**src/rtl/clk_gate_pkg.sv**
```systemverilog
// Shared types and defaults for the clock-gating controller.
package clk_gate_pkg;

    typedef enum logic [1:0] {
        RUN   = 2'd0,
        COUNT = 2'd1,
        GATED = 2'd2,
        WAKE  = 2'd3
    } gate_state_t;

    localparam int DEF_IDLE_CYCLES = 8;
    localparam int DEF_WAKE_CYCLES = 2;
    localparam int GATED_CNT_W     = 16;

    // Saturating +1 for the gated-cycle counter.
    function automatic logic [GATED_CNT_W-1:0] sat_inc(input logic [GATED_CNT_W-1:0] v);
        return (v == '1) ? v : v + GATED_CNT_W'(1);
    endfunction

endpackage

```
**src/rtl/clk_gate_ctrl_if.sv**
```systemverilog
// Control/status bundle between the clock-gating controller and its user.
interface clk_gate_ctrl_if;
    import clk_gate_pkg::*;

    logic                   activity;
    logic                   force_on;
    logic                   enable;
    logic                   gated_clk;
    logic                   ready;
    logic [GATED_CNT_W-1:0] gated_cnt;

    modport master (
        output activity,
        output force_on,
        input  enable,
        input  gated_clk,
        input  ready,
        input  gated_cnt
    );

    modport slave (
        input  activity,
        input  force_on,
        output enable,
        output gated_clk,
        output ready,
        output gated_cnt
    );

endinterface

```
**src/rtl/icg_cell.sv**
```systemverilog
// Glitch-free clock gate: enable is only allowed to change while clk is low.
// CLK_GATE_LATCH_EN selects a low-transparent latch; otherwise a negedge flop.
module icg_cell (
    input  logic clk,
    input  logic en,
    output logic gclk
);

`ifdef CLK_GATE_LATCH_EN
    logic en_l;

    always_latch begin
        if (!clk) en_l <= en;
    end

    assign gclk = clk & en_l;
`else
    logic en_q;

    // Capturing on the falling edge holds the enable stable for the whole high phase.
    always_ff @(negedge clk) begin
        en_q <= en;
    end

    assign gclk = clk & en_q;
`endif

endmodule

```
**src/rtl/clk_gate_ctrl.sv**
```systemverilog
// Idle-driven clock-gating controller with a wake-up settle period before ready.
// Gate style chosen in icg_cell via CLK_GATE_LATCH_EN; FSM timing is build-independent.
//
// state | meaning
// RUN   | clock running, no idle seen
// COUNT | clock running, counting consecutive idle cycles
// GATED | clock stopped, counting gated cycles
// WAKE  | clock running again, waiting for it to settle before ready
module clk_gate_ctrl
    import clk_gate_pkg::*;
#(
    parameter int IDLE_CYCLES = DEF_IDLE_CYCLES,
    parameter int WAKE_CYCLES = DEF_WAKE_CYCLES
) (
    input  logic         clk,
    input  logic         rst,
    clk_gate_ctrl_if.slave bus
);

    localparam int IDLE_W = $clog2(IDLE_CYCLES + 1);
    localparam int WAKE_W = $clog2(WAKE_CYCLES + 1);
    localparam logic [IDLE_W-1:0] IDLE_LAST = IDLE_W'(IDLE_CYCLES);
    localparam logic [WAKE_W-1:0] WAKE_LAST = WAKE_W'(WAKE_CYCLES - 1);

    gate_state_t            state;
    gate_state_t            state_nxt;
    logic [IDLE_W-1:0]      idle_cnt;
    logic [IDLE_W-1:0]      idle_nxt;
    logic [WAKE_W-1:0]      wake_cnt;
    logic [WAKE_W-1:0]      wake_nxt;
    logic                   wake_req;
    logic                   enable_q;
    logic                   ready_q;
    logic [GATED_CNT_W-1:0] gated_cnt_q;
    logic                   gclk;

    assign wake_req = bus.activity | bus.force_on;

    always_ff @(posedge clk or negedge rst) begin
        if (!rst) begin
            state       <= RUN;
            idle_cnt    <= '0;
            wake_cnt    <= '0;
            enable_q    <= 1'b1;
            ready_q     <= 1'b1;
            gated_cnt_q <= '0;
        end else begin
            state    <= state_nxt;
            idle_cnt <= idle_nxt;
            wake_cnt <= wake_nxt;
            // Outputs are registered from the next state so they move with the state itself.
            enable_q <= (state_nxt != GATED);
            ready_q  <= (state_nxt == RUN) || (state_nxt == COUNT);
            if (state == GATED) gated_cnt_q <= sat_inc(gated_cnt_q);
        end
    end

    always_comb begin
        state_nxt = state;
        idle_nxt  = idle_cnt;
        wake_nxt  = wake_cnt;
        case (state)
            RUN: begin
                if (wake_req) begin
                    idle_nxt = '0;
                end else begin
                    state_nxt = COUNT;
                    idle_nxt  = IDLE_W'(1);
                end
            end
            COUNT: begin
                // Activity is tested first so it wins over the terminal idle count.
                if (wake_req) begin
                    state_nxt = RUN;
                    idle_nxt  = '0;
                end else if (idle_cnt == IDLE_LAST) begin
                    state_nxt = GATED;
                    idle_nxt  = '0;
                end else begin
                    idle_nxt = idle_cnt + IDLE_W'(1);
                end
            end
            GATED: begin
                if (wake_req) begin
                    state_nxt = WAKE;
                    wake_nxt  = '0;
                end
            end
            WAKE: begin
                // Wake always runs to completion regardless of activity.
                if (wake_cnt == WAKE_LAST) begin
                    state_nxt = RUN;
                    wake_nxt  = '0;
                end else begin
                    wake_nxt = wake_cnt + WAKE_W'(1);
                end
            end
            default: begin
                state_nxt = RUN;
                idle_nxt  = '0;
                wake_nxt  = '0;
            end
        endcase
    end

    icg_cell u_icg (
        .clk  (clk),
        .en   (enable_q),
        .gclk (gclk)
    );

    assign bus.enable    = enable_q;
    assign bus.ready     = ready_q;
    assign bus.gated_cnt = gated_cnt_q;
    assign bus.gated_clk = gclk;

endmodule

```
**src/flat_wrapper.sv**
```systemverilog
// flat-port wrapper written by rule: the top's interface ports become plain ports
module clk_gate_ctrl_flat import clk_gate_pkg::*;
#(
    parameter int IDLE_CYCLES = DEF_IDLE_CYCLES,
    parameter int WAKE_CYCLES = DEF_WAKE_CYCLES
)
  (clk, rst, bus_activity, bus_force_on, bus_enable, bus_gated_clk, bus_ready, bus_gated_cnt);
  clk_gate_ctrl_if bus_i ();
  input  logic clk;
  input  logic rst;
  input wire logic [$bits(bus_i.activity)-1:0] bus_activity;
  input wire logic [$bits(bus_i.force_on)-1:0] bus_force_on;
  output wire logic [$bits(bus_i.enable)-1:0] bus_enable;
  output wire logic [$bits(bus_i.gated_clk)-1:0] bus_gated_clk;
  output wire logic [$bits(bus_i.ready)-1:0] bus_ready;
  output wire logic [$bits(bus_i.gated_cnt)-1:0] bus_gated_cnt;
  assign bus_i.activity = bus_activity;
  assign bus_i.force_on = bus_force_on;
  assign bus_enable = bus_i.enable;
  assign bus_gated_clk = bus_i.gated_clk;
  assign bus_ready = bus_i.ready;
  assign bus_gated_cnt = bus_i.gated_cnt;
  clk_gate_ctrl #(.IDLE_CYCLES(IDLE_CYCLES), .WAKE_CYCLES(WAKE_CYCLES)) u_core (.clk(clk), .rst(rst), .bus(bus_i));
endmodule
```
**config.mk**
```make
export PLATFORM = sky130hd
export DESIGN_NAME = clk_gate_ctrl_flat
export DESIGN_NICKNAME = d
export VERILOG_FILES = /design/src/rtl/clk_gate_pkg.sv /design/src/rtl/clk_gate_ctrl_if.sv /design/src/rtl/icg_cell.sv /design/src/rtl/clk_gate_ctrl.sv /design/src/flat_wrapper.sv
export SDC_FILE = /design/constraint.sdc
export NUM_CORES = 1
export LEC_CHECK = 0
export BUFFER_PORTS_ARGS = -buffer_cell sky130_fd_sc_hd__buf_2
export CORE_MARGIN = 2
export CORE_UTILIZATION = 57
export CTS_BUF_LIST = sky130_fd_sc_hd__clkbuf_4
export CTS_CLUSTER_SIZE = 24
export DETAILED_ROUTE_END_ITERATION = 10
export PLACE_DENSITY_LB_ADDON = 0.15
export SLEW_MARGIN = 20
export SYNTH_ARGS = -nofsm -noshare
export SYNTH_HDL_FRONTEND = slang
export SYNTH_SLANG_ARGS = --single-unit
```
**constraint.sdc**
```tcl
create_clock -name clk -period 2.23 [get_ports clk]
set_clock_uncertainty 0.05 [all_clocks]
set_input_delay 0.446 -clock clk [delete_from_list [all_inputs] [get_ports clk]]
set_output_delay 0.446 -clock clk [all_outputs]
set_load 0.05 [all_outputs]
```
# Word-level counts from Yosys, hierarchy flattened
# Index checks and enable logic that the tools add are counted.
op_classes:
  add_sub_neg: 3
  n_eq_ne: 9
  muxes: 13
  n_bitwise: 3
  n_reduce_logical: 7
op_table:
  columns: ["operator", "n"]
  rows:
  - ["16-bit by 1-bit adder with 16-bit output, second input constant", 1]
  - ["16-bit == test, second input constant", 1]
  - ["2-bit 2-to-1 mux", 7]
  - ["4-bit 2-to-1 mux", 2]
  - ["2-bit case mux with 4 select lines", 1]
  - ["4-bit case mux with 2 select lines", 1]
  - ["2-bit by 1-bit == test with 1-bit output, second input constant", 3]
  - ["4-bit by 1-bit adder with 4-bit output, second input constant", 1]
  - ["2-bit == test, second input constant", 2]
  - ["4-bit == test, second input constant", 1]
  - ["2-bit zero test", 2]
  - ["2-bit case mux with 2 select lines", 1]
  - ["2-bit AND reduction", 2]
  - ["2-bit nonzero test", 2]
  - ["2-bit by 1-bit adder with 2-bit output, second input constant", 1]
  - ["2-bit by 1-bit inequality test with 1-bit output, second input constant", 1]
  - ["2-bit inequality test, second input constant", 1]
  - ["1-bit bitwise AND", 1]
  - ["1-bit logical OR", 1]
  - ["1-bit 2-to-1 mux", 1]
  - ["1-bit inverter", 1]
  - ["1-bit bitwise OR", 1]
totals:
  ff_bits: 27
  inputBits: 4
  output_inout_bits: 19
  elab_cells: 42

# Depth between registers and ports, before layout
depth:
  word_depth: 6
  depth_mapped: 6
  ltp_nobuf: 6

# Modules after synthesis
# A second synthesis with hierarchy kept.
unflattened:
  cells_unflattened: 125
  area_unflattened_um2: 1312.5
by_module_without_submodules:
  columns: ["mod", "n_inst", "cells_per_inst", "area_each_um2", "seq_area_each_um2"]
  rows:
  - ["clk_gate_ctrl", 1, 122, 1282.5, 653.1]
  - ["icg_cell", 1, 3, 30.0, 20.0]

==> report_table.html <==
<table>
<tr><th>Metric</th><th>Value</th></tr>
<tr><th colspan="2">Status</th></tr>
<tr><td>Status</td><td>finished with violations</td></tr>
<tr><td>Violated checks</td><td>setup timing</td></tr>
<tr><th colspan="2">Clocking</th></tr>
<tr><td>Setup repair bufs after CTS</td><td>0</td></tr>
<tr><td>Clock latency reported for the late side of the worst-skew pair</td><td>0.42 ns</td></tr>
<tr><td>Clock slew at reported path FFs</td><td>0.15 ns</td></tr>
<tr><td>Clock tree from TritonCTS</td><td>built</td></tr>
<tr><th colspan="2">Floorplanning</th></tr>
<tr><td>I/O Pins</td><td>23</td></tr>
<tr><td>Effective utilization at floorplan</td><td>0.6007</td></tr>
<tr><td>Area of the core</td><td>2212 sq um</td></tr>
<tr><td>Floorplan die width</td><td>52.28 um</td></tr>
<tr><td>Die footprint</td><td>2733 sq um</td></tr>
<tr><td># rows</td><td>17</td></tr>
<tr><td>Height of the die</td><td>52.28 um</td></tr>
<tr><th colspan="2">Placement</th></tr>
<tr><td>Area of placed instances</td><td>1461 sq um</td></tr>
<tr><td>Port bufs</td><td>22</td></tr>
<tr><td>Routability cong.</td><td>0.7748</td></tr>
<tr><td>Number of cells in the design after placement</td><td>165</td></tr>
<tr><td>Half-perimeter wire length after placement</td><td>1741 um</td></tr>
<tr><th colspan="2">Timing</th></tr>
<tr><td>Slew Limit Headroom</td><td>0.6156</td></tr>
<tr><td>Hold Slack</td><td>0.2844 ns</td></tr>
<tr><td>Setup slack after layout</td><td>-0.4183 ns</td></tr>
<tr><td>Setup repair after global routing missed its margin</td><td>yes</td></tr>
<tr><td>Transition time at the pin with the least slew margin</td><td>0.5767 ns</td></tr>
<tr><td>Final total negative setup slack</td><td>-0.4183 ns</td></tr>
<tr><td>Final setup violation count</td><td>2</td></tr>
<tr><td>Total count of hold-check failures in the final report</td><td>0</td></tr>
<tr><td>Final max-slew violation count</td><td>0</td></tr>
<tr><th colspan="2">Synth</th></tr>
<tr><td>Net count after synthesis</td><td>125</td></tr>
<tr><td>Post-synthesis cell type with the largest combined area</td><td>sky130_fd_sc_hd__dfrtp_1</td></tr>
<tr><td>Area contributors post-synth</td><td>sky130_fd_sc_hd__dfrtp_1 45%, sky130_fd_sc_hd__xnor2_1 8.6%, sky130_fd_sc_hd__dfstp_2 4.0%</td></tr>
<tr><td>Average size of a mapped cell</td><td>11.26 sq um</td></tr>
<tr><td>Number of warnings reported in the yosys synthesis log</td><td>0</td></tr>
<tr><td>Top cell type's share of synthesized area</td><td>0.4520</td></tr>
<tr><td>Dominant register cell in the synthesized netlist</td><td>sky130_fd_sc_hd__dfrtp_1</td></tr>
<tr><td>Portion of the post-synthesis area used by sequential elements</td><td>0.5066</td></tr>
<tr><td>Post-synth top cells</td><td>24 x sky130_fd_sc_hd__dfrtp_1, 13 x sky130_fd_sc_hd__nand2_1, 13 x sky130_fd_sc_hd__xnor2_1</td></tr>
<tr><td>FF+latch count, synth</td><td>27</td></tr>
<tr><td>Post-synth design cell area</td><td>1329 sq um</td></tr>
<tr><td>Distinct cell type count after synthesis</td><td>40</td></tr>
<tr><td>Most numerous cell in the Yosys netlist</td><td>sky130_fd_sc_hd__dfrtp_1</td></tr>
<tr><td>Share of synthesized flip-flops with an asynchronous set or reset</td><td>0.9630</td></tr>
<tr><td>Number of enable-type register cells in the synthesized netlist</td><td>0</td></tr>
<tr><td>Number of instances in the synthesized netlist</td><td>118</td></tr>
<tr><th colspan="2">Drt</th></tr>
<tr><td>Vias per Instance</td><td>5.566</td></tr>
<tr><td>First-pass iteration count of the detailed router</td><td>4</td></tr>
<tr><td>Number of nets with antenna violations after routing</td><td>0</td></tr>
<tr><td>Total number of vias</td><td>963</td></tr>
<tr><td>Iter 0 DRT Violations</td><td>15</td></tr>
<tr><td>Average detailed-routed wire length per instance</td><td>13.97 um</td></tr>
<tr><td>DRT Wirelength</td><td>2417 um</td></tr>
<tr><td>DR DRC count</td><td>0</td></tr>
<tr><th colspan="2">Final layout</th></tr>
<tr><td>Area Growth Syn to Fin</td><td>15.25%</td></tr>
<tr><td>Share of final-layout standard cells stronger than drive strength 1</td><td>0.2552</td></tr>
<tr><td>Number of inserted filler cells in the final layout</td><td>158</td></tr>
<tr><td>Non-filler instance count after layout</td><td>173</td></tr>
<tr><td>Post-layout instance area</td><td>1531 sq um</td></tr>
<tr><td>Number of antenna cells inserted</td><td>0</td></tr>
<tr><td>Number of nets in the final layout</td><td>153</td></tr>
<tr><th colspan="2">Global routing</th></tr>
<tr><td>Overflow after GRT</td><td>0</td></tr>
<tr><td>Largest net degree at the start of global routing</td><td>27</td></tr>
<tr><td>Initial antenna violation count</td><td>0</td></tr>
<tr><td>Overall Global Routing Usage</td><td>0.2029</td></tr>
<tr><td>First-pass GRT wire length</td><td>3988 um</td></tr>
<tr><td>Via count of the first global-routing pass</td><td>887</td></tr>
<tr><th colspan="2">Worst hold path</th></tr>
<tr><td>Class of the tightest hold or removal check</td><td>in -&gt; reg</td></tr>
<tr><th colspan="2">Setup path</th></tr>
<tr><td>Required time of the worst setup path</td><td>1.73 ns</td></tr>
<tr><td>Endpoint kind of the worst setup timing path</td><td>output pin</td></tr>
<tr><td>Crit Path Class</td><td>reg -&gt; out</td></tr>
<tr><td>Maximum fanout along the worst path</td><td>1</td></tr>
<tr><td>Startpoint kind of the worst setup timing path</td><td>flop</td></tr>
<tr><td>Arrival time of data at the critical path endpoint</td><td>2.15 ns</td></tr>
<tr><th colspan="2">Pwr</th></tr>
<tr><td>Peak VDD IR</td><td>0.0006572 V</td></tr>
<tr><td>Power per cell area</td><td>627.0 nW/um^2</td></tr>
<tr><td>Total power</td><td>960.2 uW</td></tr>
<tr><td>Leakage power</td><td>0.0007188 uW</td></tr>
<tr><th colspan="2">Flow run</th></tr>
<tr><td>Max-capacitance violation count</td><td>0</td></tr>
</table>
-- worst paths after layout --
check | startpoint | to | slack [ns] | cells past startpoint
min in group asynchronous | rst | u_core.bus.gated_cnt[5] | 0.48 | 2
worst max register to register | u_core.bus.gated_cnt[0] | u_core.bus.gated_cnt[10] | 0.31 | 5
worst min-delay path | bus_force_on | u_core.idle_cnt[1] | 0.28 | 4
worst min register to register | u_core.wake_cnt[1] | u_core.wake_cnt[1] | 0.45 | 1
max in group asynchronous | rst | u_core.bus.ready | 1.25 | 2
worst max-delay path | u_core.u_icg.en_q | bus_gated_clk | -0.42 | 2
-- timing repair --
| action | 4_1_cts | 5_1_grt |
|---|---|---|
| resized for setup | 4 | 0 |
| hold buffers | 1 | 0 |
| setup endpoints to repair | 2 | 2 |
| endpoints found under the hold margin | 24 | 0 |
-- layout make-up --
| cell class | count | area (sq um) | share of cell area |
|---|---|---|---|
| sequential | 27 | 673.1 | 0.4395 |
| multi-input combinational | 83 | 625.6 | 0.4085 |
| tap | 28 | 35.03 | 0.02288 |
| clock buffer | 7 | 60.06 | 0.03922 |
| inverter | 4 | 15.01 | 0.009804 |
| clock inverter | 2 | 7.507 | 0.004902 |
| timing repair buffer | 22 | 115.1 | 0.07516 |
-- metal layers --
metal / GRT usage / up-vias / wire (um)
met5: 0 / - / 0
met2: 0.3229 / 13 / 1243
met4: 0.1325 / 0 / 48
met3: 0.03714 / 4 / 53
met1: 0.2500 / 466 / 1071
li1: - / 480 / -
-- cells in the final DEF (no fill, tap or decap), types with 3 or more instances in the layout --
| cell type | Yosys | layout |
|---|---|---|
| sky130_fd_sc_hd__dfrtp_1 | 24 | 24 |
| sky130_fd_sc_hd__buf_2 | 2 | 21 |
| sky130_fd_sc_hd__nand3_1 | 5 | 5 |
| sky130_fd_sc_hd__ha_1 | 3 | 3 |
| sky130_fd_sc_hd__clkbuf_4 | 0 | 6 |
| sky130_fd_sc_hd__and3_1 | 3 | 3 |
| sky130_fd_sc_hd__nand2_1 | 13 | 13 |
| sky130_fd_sc_hd__inv_1 | 5 | 6 |
| sky130_fd_sc_hd__o21ai_0 | 4 | 4 |
| sky130_fd_sc_hd__xnor2_1 | 13 | 13 |
| sky130_fd_sc_hd__nand4_1 | 5 | 5 |
-- metrics by stage --
stage / utilization / setup WS, ns
detailed placement: 0.6606 / -0.01420
CTS: 0.6923 / -0.4379
finish: 0.6923 / -0.4183
global route: 0.6923 / -0.4706
floorplan: - / 0.05573
global placement: 0.6606 / -0.01398
-- sequential cells by signal, indices dropped and copies added (netlist names) --
name	cells
u_core.bus.enable	1
u_core.bus.ready	1
u_core.bus.gated_cnt	16
u_core.state	2
u_core.u_icg.en_q	1
u_core.wake_cnt	2
u_core.idle_cnt	4
-- kinds of logic (layout without fill, tap and decap cells) --
kind of cell	count (synthesis)	after routing	synth area share
buf+inv	8	35	0.02448
fa+ha+maj	3	3	0.02825
simple gates	49	49	0.2316
compound gates	16	16	0.1102
xor+xnor	15	15	0.09887
flops	27	27	0.5066
-- worst max-delay path, cell delays in order (launching register included) --
cell and delay [ns]:
sky130_fd_sc_hd__dfxtp_1 0.29, sky130_fd_sc_hd__and2_4 0.13, sky130_fd_sc_hd__buf_8 0.13
-- report_power, final --
| group | total [uW] | switching, uW | internal [uW] | leakage [uW] |
|---|---|---|---|---|
| sequential | 496 | 3.92 | 492 | 0.000362 |
| combinational | 22.6 | 14.7 | 7.91 | 0.000306 |
| clock | 442 | 241 | 201 | 0.0000504 |
Power figures use the tool's default switching activity.
